<file path="src/rtl/io_input_port.sv">
// Switch/key input front end: 2-flop sync, per-bit debounce, key press latching, DMA read port.
// Define IO_INPUT_IRQ_EN to drive io_int from the pending key events; otherwise io_int is tied low.
module io_input_port #(
  parameter int DEBOUNCE_CYCLES = 500000,
  parameter int CNT_W           = 20
) (
  input  logic        physical_clock,
  input  logic        reset,
  input  logic [17:0] sw_pin,
  input  logic [3:0]  key_pin,
  input  logic        rd_req,
  input  logic        rd_clr,
  output logic        rd_valid,
  output logic [31:0] rd_data,
  output logic [21:0] io_in,
  output logic        io_int
);

  localparam int N = 22;
  localparam logic [CNT_W-1:0] CNT_LAST = CNT_W'(DEBOUNCE_CYCLES - 1);

  logic [N-1:0]  raw;
  logic [N-1:0]  sync1_reg;
  logic [N-1:0]  sync2_reg;
  logic [N-1:0]  db_vec;
  logic [3:0]    key_db;
  logic [3:0]    key_db_d_reg;
  logic [3:0]    pend_reg;
  logic [3:0]    pend_next;
  logic [3:0]    key_rise;
  logic [3:0]    clr_mask;
  logic          rd_valid_reg;
  logic [31:0]   rd_data_reg;

  // Keys are active-low at the pin; everything downstream is active-high.
  assign raw = {~key_pin, sw_pin};

  always_ff @(posedge physical_clock) begin
    if (reset) begin
      sync1_reg <= '0;
      sync2_reg <= '0;
    end else begin
      sync1_reg <= raw;
      sync2_reg <= sync1_reg;
    end
  end

  genvar gi;
  generate
    for (gi = 0; gi < N; gi++) begin : g_db
      logic [CNT_W-1:0] cnt_reg;
      logic             db_reg;

      // The counter clears on agreement or on commit, so it can never wrap.
      always_ff @(posedge physical_clock) begin
        if (reset) begin
          cnt_reg <= '0;
          db_reg  <= 1'b0;
        end else if (sync2_reg[gi] == db_reg) begin
          cnt_reg <= '0;
        end else if (cnt_reg == CNT_LAST) begin
          db_reg  <= sync2_reg[gi];
          cnt_reg <= '0;
        end else begin
          cnt_reg <= cnt_reg + 1'b1;
        end
      end

      assign db_vec[gi] = db_reg;
    end
  endgenerate

  assign key_db = db_vec[21:18];

  // A clearing read drops the bits it returns, but a press in the same cycle still lands.
  always_comb begin
    key_rise  = key_db & ~key_db_d_reg;
    clr_mask  = (rd_req && rd_clr) ? pend_reg : 4'b0000;
    pend_next = (pend_reg & ~clr_mask) | key_rise;
  end

  always_ff @(posedge physical_clock) begin
    if (reset) begin
      key_db_d_reg <= '0;
      pend_reg     <= '0;
      rd_valid_reg <= 1'b0;
      rd_data_reg  <= '0;
    end else begin
      key_db_d_reg <= key_db;
      pend_reg     <= pend_next;
      rd_valid_reg <= rd_req;
      if (rd_req) begin
        rd_data_reg <= {6'b0, pend_reg, db_vec};
      end
    end
  end

  assign rd_valid = rd_valid_reg;
  assign rd_data  = rd_data_reg;
  assign io_in    = db_vec;

`ifdef IO_INPUT_IRQ_EN
  assign io_int = |pend_reg;
`else
  assign io_int = 1'b0;
`endif

endmodule

</file>
<file path="config.mk">
export PLATFORM = sky130hd
export DESIGN_NAME = io_input_port
export DESIGN_NICKNAME = d
export VERILOG_FILES = /design/src/rtl/io_input_port.sv
export SDC_FILE = /design/constraint.sdc
export NUM_CORES = 1
export LEC_CHECK = 0
export ABC_AREA = 0
export CAP_MARGIN = 20
export CORE_MARGIN = 8
export CORE_UTILIZATION = 35
export DETAILED_ROUTE_END_ITERATION = 16
export PLACE_DENSITY = 0.58
export SLEW_MARGIN = 20
export SYNTH_ARGS = -nofsm -noshare
export SYNTH_HDL_FRONTEND = slang
export SYNTH_SLANG_ARGS = --single-unit
</file>
<file path="constraint.sdc">
create_clock -name physical_clock -period 2.8 [get_ports physical_clock]
set_input_delay 0.28 -clock physical_clock [delete_from_list [all_inputs] [get_ports physical_clock]]
set_output_delay 0.28 -clock physical_clock [all_outputs]
set_load 0.01 [all_outputs]
</file>
After elaboration in Yosys (flattened, before gate mapping)
Cells that the tools add are included.
{"block": "op_classes", "n_addsub": 22, "bitwise_logic": 28, "muxes": 1, "reduce_logical": 45, "n_eq_ne": 44}
{"cell": "20-bit by 1-bit adder with 20-bit output, second input constant", "count": 22}
{"cell": "20-bit by 19-bit == test with 1-bit output, second input constant", "count": 22}
{"cell": "3-bit OR reduction", "count": 22}
{"cell": "2-bit AND reduction", "count": 22}
{"cell": "1-bit == test", "count": 22}
{"cell": "1-bit NOT", "count": 22}
{"cell": "4-bit NOT", "count": 3}
{"cell": "4-bit bitwise AND", "count": 2}
{"cell": "4-bit 2-to-1 mux", "count": 1}
{"cell": "4-bit bitwise OR", "count": 1}
{"cell": "1-bit logical AND", "count": 1}
{"block": "totals", "wordCells": 190, "register_bits": 541, "output_inout_bits": 56, "input_bits": 26}

Depth between registers and ports, before layout
{"block": "depth", "ltp_word": 5, "mapped_depth": 7}

Worst setup path after synthesis
No wires, ideal clock.
{"block": "synth_timing", "path_type": "reg-to-reg", "from": "register g_db[6].cnt_reg[0]", "to": "register g_db[6].cnt_reg[16]", "t_arrival_ps": 1960, "required_ps": 2730, "synth_period_minus_slack_ps": 2030, "path_buffers": 1, "path_stages_with_launch": 7, "setup_slack_ps": 770, "setup_ps": 70, "cell_sequence": "dfxtp_1 -> ha_1 -> nand4_2 -> or4_1 -> buf_2 -> or4b_1 -> a21oi_1"}
{"block": "synth_between", "elab_chain_len": 2, "word_cells_on_any_way": 3}
{"item": "start, declared", "line": "51", "source": "logic [CNT_W-1:0] cnt_reg;"}
{"item": "start signal, assigned", "line": "65", "source": "cnt_reg <= cnt_reg + 1'b1;"}
{"item": "parallel branches: the longest is 2 deep, another holds 20-bit by 1-bit adder with 20-bit output"}
Parallel ways; which one is timed is not known.
A chain may end at the register's enable or synchronous reset.

Final worst setup path
Ends and elaborated chain as after synthesis.

==> summary.md <==
| Metric | Value |
|---|---|
| GP Congestion | `0.809` |
| CP startpoint kind | `flop` |
| I/O pins | `82` |
| Final setup fails | `0` |
| H-tree depth | `2` |
| Starting DRC count in detailed routing | `912` |
| Synthesized area | `between 20,000 and 25,000 µm²` |
| YS warnings | `0` |
| Flops & latches, synth | `around 540` |
| Max reg flops | `440` |
| IO Port Bufs | `74` |
| Ys flop type | `dfxtp_1` |
| Sequential-to-total area share from yosys stat | `0.462` |
| F_max | `between 400 and 500 MHz` |
| Largest net degree at the start of global routing | `52` |
| Worst path bufs/invs | `0` |
| CTS Sinks | `~540` |
| Die Y | `around 270 µm` |
| ANT nets after route | `0` |
| Post-CTS Setup Bufs | `0` |
| Vias in the first global route | `17,860` |
| Most common cell after layout, fill and taps aside | `dfxtp_1` |
| Ratio of cells with drive above 1 in the final layout | `0.0598` |
| Slew HR | `0.577` |
| Hold-fix buffers, CTS | `0` |
| Switch share | `0.206` |
| Netlist cell types | `54` |
| First-pass GRT wire length | `between 80 and 90 mm` |
| Max-slew violation count | `0` |
| Final min period | `between 2 and 2.5 ns` |
| WL/cell | `between 10 and 15 µm` |
| Grt ovf | `0` |
| Max-Cap Viols | `0` |
| Leak | `between 8 and 9 nW` |
| Hold Slack | `between 0.09 and 0.1 ns` |
| DRT Pass-1 Iters | `6` |
| GRT Overall Usage | `0.124` |
| Max incr delay on CP | `0.66 ns` |
| Post-synth EDFFs | `0` |
| Routed WL | `approximately 48 mm` |
| Initial antenna violation count | `1` |
| Clock latency on the worst-skew pair | `roughly 0.6 ns` |
| Root Buffer | `clkbuf_16` |
| Via/cell ratio | `about 5.1` |
| Crit path max-delay family | `simple AND/OR/NAND/NOR gates` |
| Commonest non-fill, non-tap cells in the layout | `dfxtp_1, nor2_1, xnor2_1` |
| Clk slew on worst S/H paths | `approximately 0.060 ns` |
| Period utilization | `0.778` |
| Initial Util | `0.351` |
| Core Area | `between 60,000 and 70,000 µm²` |
| Area growth syn-to-layout | `15.4%` |
| Internal reg-to-reg setup slack | `between 0.6 and 0.7 ns` |
| Fin nets | `2,776` |
| Worst-Margin Slew | `around 0.63 ns` |
| Fraction of registers with async set/reset | `0` |
| Clk pwr share | `0.509` |
| Die X | `approximately 270 µm` |
| Crit-path cells | `ha_1, nand4_2, or4_1, or4b_1, a21oi_1` |
| CTS tree | `yes` |
| Detailed Place HPWL | `between 30 and 40 mm` |
| Critical path class | `flop to flop` |
| RSZ-0062 raised after global routing | `false` |
| Gate count of the mapped netlist | `~2,700` |
| Peak supply drop | `0.422 mV` |
| Fin. Hold Viols | `0` |
| Outcome | `completed` |
| Clk buf depth | `3` |
| Comb power frac | `0.014` |
| Sequential share of power | `0.477` |
| Fillers | `6,513` |
| Worst endpoint data arrival time | `about 2.7 ns` |
| # DRC | `0` |
| HP Class | `input pin to flop` |
| Via count | `18,633` |
| Die ar. | `between 70,000 and 80,000 µm²` |
| TritonCTS buffer count | `60` |
| Worst Path Max Fanout | `7` |
| Setup_tns | `0 ns` |
| Pwr Density | `approximately 600 nW/µm²` |
| Slowest stage cell, crit path | `or4_1` |
| Clock skew | `between 0.02 and 0.025 ns` |
| Psw | `between 3 and 4 mW` |
| Mapped Avg Cell Area | `8.78 µm²` |
| Crit. End Element | `flop` |
| Internal | `12.9 mW` |
| # resized after CTS | `0` |
| # rows | `95` |
| Req. time, crit path | `approximately 3.3 ns` |
[power by group through the flow]
stage          logic, mW  clock network (mW)  registers (mW)
2_1_floorplan      0.144                   0            7.92
3_3_place_gp       0.226                   0            7.93
3_5_place_dp       0.231                   0            7.93
4_1_cts            0.232                8.58            7.76
5_1_grt            0.252                8.87            7.76
6_report           0.225                8.28            7.76
[worst paths after layout]
check,start,to,cells past startpoint
setup / recovery,g_db[6].cnt_reg[0],g_db[6].cnt_reg[16],5
hold / removal,reset,rd_data[1],2
hold reg to reg,sync1_reg[5],sync2_reg[5],1
setup reg to reg,g_db[6].cnt_reg[0],g_db[6].cnt_reg[16],5
[cell type report]
type / instances / area [µm²] / area share
clock inverter: 25 / 327 / 0.0121
timing repair buffer: 104 / 975 / 0.0360
antenna: 1 / 2.50 / 0.0000924
clock buffer: 87 / 1800 / 0.0663
inverter: 88 / 330 / 0.0122
tap: 873 / 1090 / 0.0403
sequential: 541 / 10800 / 0.400
multi-input combinational: 1933 / 11700 / 0.433
[cells by family after synthesis]
kind of cell             count (synthesis)  share of synthesized area
AND/OR/NAND/NOR                       1275                      0.290
other                                    1                   0.000160
AO/OA/AOI/OAI                          302                     0.0730
adder cells (fa/ha/maj)                 22                     0.0117
XOR/XNOR                               299                      0.112
flip-flops                             541                      0.462
multiplexers                            28                     0.0119
buffers and inverters                  205                     0.0397
[synthesized netlist by cell type (62+ instances only)]
cell type | number | area (µm²)
nand4_1 | 129 | 807
or4_1 | 76 | 571
or3_1 | 81 | 507
dfxtp_1 | 541 | 10800
nor3_1 | 70 | 350
xnor2_1 | 180 | 1580
xor2_1 | 119 | 1040
nor2_1 | 405 | 1520
o21ai_0 | 94 | 470
a21oi_1 | 139 | 696
nand3_1 | 136 | 681
inv_1 | 88 | 330
nand2_1 | 124 | 465
clkbuf_1 | 62 | 233
[metrics by stage]
step / utilization / instances / setup WS [ns] / total power, mW / instance area (µm²)
finish: 0.405 / 3652 / 0.622 / 16.3 / 27100
global route: 0.405 / 3651 / 0.451 / 16.9 / 27100
CTS: 0.405 / 3651 / 0.625 / 16.6 / 27100
detailed placement: 0.373 / 3539 / 0.631 / 8.16 / 24900
global placement: 0.373 / 3539 / 0.634 / 8.16 / 24900
floorplan: - / 2679 / 0.770 / 8.07 / 23500
[per-layer routing]
layer  vias to the layer above  track usage  part of all wire
met2                       267        0.211              0.46
met5                         -            0                 0
met1                      8775        0.157              0.47
li1                       9508            -                 -
met3                        83       0.0239             0.041
met4                         0       0.0399             0.024
(Power assumes the default switching activity.)
